===== src/rtl/bus_arb_pkg.sv =====
// Shared types and constants for the two-master bus arbiter.
package bus_arb_pkg;

   localparam int ARB_DW    = 16;
   localparam int ARB_CNT_W = 8;

   typedef enum logic [1:0] {
      IDLE = 2'd0,
      G0   = 2'd1,
      G1   = 2'd2
   } arb_state_t;

   // Choice made from IDLE; on a tie the master that was not granted last wins.
   function automatic arb_state_t arb_pick(input logic last, input logic cyc0, input logic cyc1);
      arb_state_t pick;
      pick = IDLE;
      if (cyc0 && cyc1) begin
         pick = last ? G0 : G1;
      end else if (cyc0) begin
         pick = G0;
      end else if (cyc1) begin
         pick = G1;
      end
      return pick;
   endfunction

endpackage


===== src/rtl/bus_arbiter2_if.sv =====
// Wishbone-style point-to-point link; one instance per master port and one for the slave port.
interface bus_arbiter2_if #(
   parameter int AW = 7
);
   import bus_arb_pkg::*;

   logic              cyc;
   logic              stb;
   logic              we;
   logic [AW:1]       adr;
   logic [ARB_DW-1:0] dat_w;
   logic [1:0]        sel;
   logic              ack;
   logic              err;
   logic [ARB_DW-1:0] dat_r;

   modport master (
      output cyc, stb, we, adr, dat_w, sel,
      input  ack, err, dat_r
   );

   modport slave (
      input  cyc, stb, we, adr, dat_w, sel,
      output ack, err, dat_r
   );

endinterface


===== src/rtl/bus_arb_wdog.sv =====
// Stall watchdog for the shared slave port; only built when BUS_ARB_TIMEOUT_EN is defined.
module bus_arb_wdog
   import bus_arb_pkg::*;
#(
   parameter int TO_CYCLES = 16
) (
   input  logic clk_i,
   input  logic rst_ni,
   input  logic stb_i,
   input  logic ack_i,
   input  logic gnt_chg_i,
   output logic err_o
);

   localparam logic [ARB_CNT_W-1:0] CNT_LAST = ARB_CNT_W'(TO_CYCLES - 1);

   logic [ARB_CNT_W-1:0] cnt_q, cnt_d;

   assign err_o = stb_i & ~ack_i & (cnt_q == CNT_LAST);

   // The abort itself also clears, so a master that ignores err sees a fresh full timeout.
   always_comb begin
      cnt_d = cnt_q + ARB_CNT_W'(1);
      if (gnt_chg_i || !stb_i || ack_i || err_o) begin
         cnt_d = '0;
      end
   end

   always_ff @(posedge clk_i or negedge rst_ni) begin
      if (!rst_ni) begin
         cnt_q <= '0;
      end else begin
         cnt_q <= cnt_d;
      end
   end

endmodule


===== src/rtl/bus_arbiter2.sv =====
// Two-master round-robin arbiter for one shared 16-bit slave; grant locked for the whole cycle.
// Optional slave-stall watchdog enabled by defining BUS_ARB_TIMEOUT_EN.
//
//   state | meaning
//   IDLE  | no grant, all slave-side outputs 0
//   G0    | master 0 owns the slave port
//   G1    | master 1 owns the slave port
module bus_arbiter2
   import bus_arb_pkg::*;
#(
   parameter int AW        = 7,
   parameter int TO_CYCLES = 16
) (
   input  logic           clk_i,
   input  logic           rst_ni,
   bus_arbiter2_if.slave  m0,
   bus_arbiter2_if.slave  m1,
   bus_arbiter2_if.master s
);

   if (TO_CYCLES < 2 || TO_CYCLES > 255) begin : g_bad_to
      $error("bus_arbiter2: TO_CYCLES must lie in 2..255");
   end

   arb_state_t state_q, state_d;
   logic       last_q, last_d;
   logic       wd_err;

   always_ff @(posedge clk_i or negedge rst_ni) begin
      if (!rst_ni) begin
         state_q <= IDLE;
         last_q  <= 1'b1;
      end else begin
         state_q <= state_d;
         last_q  <= last_d;
      end
   end

   always_comb begin
      state_d = state_q;
      last_d  = last_q;
      unique case (state_q)
         IDLE: state_d = arb_pick(last_q, m0.cyc, m1.cyc);
         G0: begin
            if (!m0.cyc) begin
               state_d = m1.cyc ? G1 : IDLE;
            end
         end
         G1: begin
            if (!m1.cyc) begin
               state_d = m0.cyc ? G0 : IDLE;
            end
         end
         default: state_d = IDLE;
      endcase
      if (state_d == G0) begin
         last_d = 1'b0;
      end else if (state_d == G1) begin
         last_d = 1'b1;
      end
   end

   // Muxing is purely combinational from the registered grant: zero added latency per beat.
   always_comb begin
      s.cyc    = 1'b0;
      s.stb    = 1'b0;
      s.we     = 1'b0;
      s.adr    = '0;
      s.dat_w  = '0;
      s.sel    = '0;
      m0.ack   = 1'b0;
      m0.err   = 1'b0;
      m0.dat_r = '0;
      m1.ack   = 1'b0;
      m1.err   = 1'b0;
      m1.dat_r = '0;
      unique case (state_q)
         G0: begin
            s.cyc    = m0.cyc;
            s.stb    = m0.stb;
            s.we     = m0.we;
            s.adr    = m0.adr;
            s.dat_w  = m0.dat_w;
            s.sel    = m0.sel;
            m0.ack   = s.ack & ~wd_err;
            m0.err   = wd_err;
            m0.dat_r = s.dat_r;
         end
         G1: begin
            s.cyc    = m1.cyc;
            s.stb    = m1.stb;
            s.we     = m1.we;
            s.adr    = m1.adr;
            s.dat_w  = m1.dat_w;
            s.sel    = m1.sel;
            m1.ack   = s.ack & ~wd_err;
            m1.err   = wd_err;
            m1.dat_r = s.dat_r;
         end
         default: ;
      endcase
   end

`ifdef BUS_ARB_TIMEOUT_EN
   logic gnt_chg;

   assign gnt_chg = (state_d != state_q);

   bus_arb_wdog #(
      .TO_CYCLES (TO_CYCLES)
   ) u_wdog (
      .clk_i     (clk_i),
      .rst_ni    (rst_ni),
      .stb_i     (s.stb),
      .ack_i     (s.ack),
      .gnt_chg_i (gnt_chg),
      .err_o     (wd_err)
   );
`else
   assign wd_err = 1'b0;
`endif

endmodule


===== src/flat_wrapper.sv =====
// flat-port wrapper written by rule: the top's interface ports become plain ports
module bus_arbiter2_flat import bus_arb_pkg::*;
#(
   parameter int AW        = 7,
   parameter int TO_CYCLES = 16
)
  (clk_i, rst_ni, m0_cyc, m0_stb, m0_we, m0_adr, m0_dat_w, m0_sel, m0_ack, m0_err, m0_dat_r, m1_cyc, m1_stb, m1_we, m1_adr, m1_dat_w, m1_sel, m1_ack, m1_err, m1_dat_r, s_cyc, s_stb, s_we, s_adr, s_dat_w, s_sel, s_ack, s_err, s_dat_r);
  bus_arbiter2_if #(.AW(AW)) m0_i ();
  bus_arbiter2_if #(.AW(AW)) m1_i ();
  bus_arbiter2_if #(.AW(AW)) s_i ();
  input  logic clk_i;
  input  logic rst_ni;
  input wire logic [$bits(m0_i.cyc)-1:0] m0_cyc;
  input wire logic [$bits(m0_i.stb)-1:0] m0_stb;
  input wire logic [$bits(m0_i.we)-1:0] m0_we;
  input wire logic [$bits(m0_i.adr)-1:0] m0_adr;
  input wire logic [$bits(m0_i.dat_w)-1:0] m0_dat_w;
  input wire logic [$bits(m0_i.sel)-1:0] m0_sel;
  output wire logic [$bits(m0_i.ack)-1:0] m0_ack;
  output wire logic [$bits(m0_i.err)-1:0] m0_err;
  output wire logic [$bits(m0_i.dat_r)-1:0] m0_dat_r;
  input wire logic [$bits(m1_i.cyc)-1:0] m1_cyc;
  input wire logic [$bits(m1_i.stb)-1:0] m1_stb;
  input wire logic [$bits(m1_i.we)-1:0] m1_we;
  input wire logic [$bits(m1_i.adr)-1:0] m1_adr;
  input wire logic [$bits(m1_i.dat_w)-1:0] m1_dat_w;
  input wire logic [$bits(m1_i.sel)-1:0] m1_sel;
  output wire logic [$bits(m1_i.ack)-1:0] m1_ack;
  output wire logic [$bits(m1_i.err)-1:0] m1_err;
  output wire logic [$bits(m1_i.dat_r)-1:0] m1_dat_r;
  output wire logic [$bits(s_i.cyc)-1:0] s_cyc;
  output wire logic [$bits(s_i.stb)-1:0] s_stb;
  output wire logic [$bits(s_i.we)-1:0] s_we;
  output wire logic [$bits(s_i.adr)-1:0] s_adr;
  output wire logic [$bits(s_i.dat_w)-1:0] s_dat_w;
  output wire logic [$bits(s_i.sel)-1:0] s_sel;
  input wire logic [$bits(s_i.ack)-1:0] s_ack;
  input wire logic [$bits(s_i.err)-1:0] s_err;
  input wire logic [$bits(s_i.dat_r)-1:0] s_dat_r;
  assign m0_i.cyc = m0_cyc;
  assign m0_i.stb = m0_stb;
  assign m0_i.we = m0_we;
  assign m0_i.adr = m0_adr;
  assign m0_i.dat_w = m0_dat_w;
  assign m0_i.sel = m0_sel;
  assign m0_ack = m0_i.ack;
  assign m0_err = m0_i.err;
  assign m0_dat_r = m0_i.dat_r;
  assign m1_i.cyc = m1_cyc;
  assign m1_i.stb = m1_stb;
  assign m1_i.we = m1_we;
  assign m1_i.adr = m1_adr;
  assign m1_i.dat_w = m1_dat_w;
  assign m1_i.sel = m1_sel;
  assign m1_ack = m1_i.ack;
  assign m1_err = m1_i.err;
  assign m1_dat_r = m1_i.dat_r;
  assign s_cyc = s_i.cyc;
  assign s_stb = s_i.stb;
  assign s_we = s_i.we;
  assign s_adr = s_i.adr;
  assign s_dat_w = s_i.dat_w;
  assign s_sel = s_i.sel;
  assign s_i.ack = s_ack;
  assign s_i.err = s_err;
  assign s_i.dat_r = s_dat_r;
  bus_arbiter2 #(.AW(AW), .TO_CYCLES(TO_CYCLES)) u_core (.clk_i(clk_i), .rst_ni(rst_ni), .m0(m0_i), .m1(m1_i), .s(s_i));
endmodule

===== config.mk =====
export PLATFORM = sky130hd
export DESIGN_NAME = bus_arbiter2_flat
export DESIGN_NICKNAME = d
export VERILOG_FILES = /design/src/rtl/bus_arb_pkg.sv /design/src/rtl/bus_arbiter2_if.sv /design/src/rtl/bus_arb_wdog.sv /design/src/rtl/bus_arbiter2.sv /design/src/flat_wrapper.sv
export SDC_FILE = /design/constraint.sdc
export NUM_CORES = 1
export LEC_CHECK = 0
export CAP_MARGIN = 15
export CORE_MARGIN = 4
export CORE_UTILIZATION = 25
export CTS_CLUSTER_SIZE = 28
export DETAILED_ROUTE_END_ITERATION = 8
export PLACE_DENSITY = 0.88
export SYNTH_ARGS = -nofsm -noshare
export SYNTH_HDL_FRONTEND = slang
export SYNTH_SLANG_ARGS = --single-unit

===== constraint.sdc =====
create_clock -name clk_i -period 3.05 [get_ports clk_i]
set_input_delay 0.61 -clock clk_i [delete_from_list [all_inputs] [get_ports clk_i]]
set_output_delay 0.61 -clock clk_i [all_outputs]
set_load 0.01 [all_outputs]

==> results_dict.tcl <==
set metrics [dict create \
    min-delay-start "u_core.last_q" \
    netlist_area_um2 910 \
    core_um2 3420 \
    seq_area_frac_synth_pct 8.39 \
    insertion_delay_ns 0.22 \
    grt_usage_pct 16.8 \
    skew_ns 0.000996 \
    r2r_start "u_core.state_q[1]" \
    finalCritPeriodShare_pct 89.8 \
    critical_path_arrival_ns 2.13 \
    nFillCells 299 \
    cpPeakStageDelay_ns 0.56 \
    die_area_um2 4670 \
    drive_gt1_share_pct 3.07 \
    area_growth_pct 156 \
    cts_max_level 1 \
    vias 1383 \
    path_cells "inv_1 > ha_1 > buf_12 > a22oi_1 > nor2b_1 > clkdlybuf4s50_1" \
    max-cap-violations 0 \
    cp-start-kind "flop" \
    clk_pin_slew_ns 0.04 \
    wl_um 4250 \
    fin_crit_ns 2.74 \
    dpl.hpwl_um 3500 \
    critPathCaptureType "output pin" \
    hold_path_class "flop to flop" \
    synth_top_area_share_pct 23.4 \
    drc 0 \
    post-synth-top-count-cell "and2_1" \
    clock.fmax_ghz 0.365 \
    synth_largest_area_cell "and2_1" \
    critPathKind "flop to output pin" \
    clk_path_buf_depth 2 \
    synth_area_leaders "and2_1, a22oi_1, nor2b_1, ha_1, dfrtp_1" \
    power_leakage_nw 0.860 \
    synth_flop_cell "dfrtp_1" \
    dr.pass1.iters 4 \
    cpMaxStageDelayCell "clkdlybuf4s50_1" \
    netlist_top_cells_count "and2_1, nor2b_1, a22oi_1" \
    avgSynthCellArea_um2 7.00 \
    avgViaCountPerCell 4.50 \
    postCtsHoldBufs 0 \
    synth_edf_count 0 \
    dr.first_iter.drc_count 44 \
    antenna_found_initial 0 \
    seqCellArea_um2 76.3 \
    rsz0062_at_grt "false" \
    synth_cells 130 \
    grt_pass1_vias 1333 \
    initial_utilization_pct 26.6 \
    finalHoldViolations 0 \
    port_buffers 136 \
    final-setup-viol-count 0 \
    post_dp_cell_area_um2 2310 \
    numCtsBuffers 3 \
    dieHeight_um 68.3 \
    fin_util_pct 68.3 \
    ir_drop_mv 0.620 \
    place_congestion 0.778 \
    multi_input_area_um2 749 \
    rows 21 \
    status "finished, final reports clean" \
    yosysWarnings 0 \
    detail-route-antenna-nets 0 \
    crit_start "u_core.state_q[0]" \
    final_area_um2 2330 \
    ys_ff_latch 3 \
    slew_violations 0 \
    ys_types 21 \
    antennaDiodeCount 0 \
    cts_setup_buffers 0 \
    finalSetupTns_ns 0 \
    die_w_um 68.3 \
    ys_async_sr_fraction_pct 100 \
    finalNetCount 343 \
    cts_root_buffer "clkbuf_4" \
    clock-sinks 3 \
    worstPathMaxFanout 39 \
    grt_overflow 0 \
    powerDensity_nw_per_um2 650 \
    grt_max_degree 40 \
    cts_tree "built" \
    wl_per_cell_um 13.8 \
    num_io_pins 140 \
    cp_data_required_time_ns 2.44 \
    grt_first_pass_wirelength_um 6020 \
    cts_resized 0 \
]
[path summary, 6_finish.rpt]
kind                                      to  slack (ns)  depth (start not counted)
min                            u_core.last_q        0.48                          2
min reg2reg                    u_core.last_q        0.48                          2
min in group asynchronous  u_core.state_q[1]        0.56                          1
max                               s_dat_w[9]        0.31                          6
max in group asynchronous      u_core.last_q        2.27                          1
max reg2reg                    u_core.last_q        1.14                          8
[cells by family (layout without fill, tap and decap cells)]
kind of cell / after synthesis / in the layout / share of synthesized area [%]
compound gates: 33 / 33 / 27.0
buf+inv: 19 / 149 / 9.63
mux: 2 / 2 / 2.34
flops: 3 / 3 / 8.39
other cells: 1 / 2 / 0.412
simple gates: 67 / 67 / 45.4
fa+ha+maj: 5 / 5 / 6.88
[routing by layer]
metal / global-route usage, % / share of wire, % / vias to the layer above / routed length [um]
li1: - / - / 704 / -
met1: 15.9 / 34 / 623 / 1440
met2: 36.1 / 56 / 54 / 2400
met3: 3.28 / 9.3 / 2 / 396
met4: 2.98 / 0.26 / 0 / 11
met5: 0 / 0 / - / 0
[flip-flops by register name (all words and copies together) (netlist names)]
name	flops
u_core.state_q	2
u_core.last_q	1
[through the flow]
stage | power [mW] | hold slack, ns | std cells | setup WS (ns)
detailed placement | 1.47 | 0.483 | 303 | 0.487
finish | 1.52 | 0.480 | 307 | 0.313
CTS | 1.54 | 0.489 | 307 | 0.298
global route | 1.66 | 0.504 | 307 | 0.134
floorplan | 0.793 | 0.314 | 131 | 1.19
global placement | 1.46 | 0.477 | 303 | 0.479
[report_power, final]
part / internal [mW] / switching, mW / leakage, nW
clock network: 0.0489 / 0.0179 / 0.0150
registers: 0.0610 / 0.0164 / 0.0363
logic: 0.784 / 0.589 / 0.809
[cell usage in the layout (no fill, tap or decap), types with 2 or more instances in the layout]
cell             instances
clkdlybuf4s50_1        136
and2_1                  34
nor2b_1                 29
a22oi_1                 28
inv_1                    5
ha_1                     5
clkbuf_4                 3
buf_4                    3
a31o_1                   2
conb_1                   2
dfrtp_1                  2
[critical path: cells and delay by family (launching register included)]
kind                     cells  cell delay, ns
AO/OA/AOI/OAI                1            0.11
AND/OR/NAND/NOR              1            0.12
adder cells (fa/ha/maj)      1            0.35
buffers and inverters        3            0.90
flip-flops                   1            0.42
[cell type report]
type	instances	share of cell area, %
Multi-Input combinational cell	109	32.1
Inverter	5	0.805
Sequential cell	3	3.27
Clock buffer	4	1.13
Tap cell	46	2.47
Timing Repair Buffer	140	60.2
(Power assumes the default switching activity.)
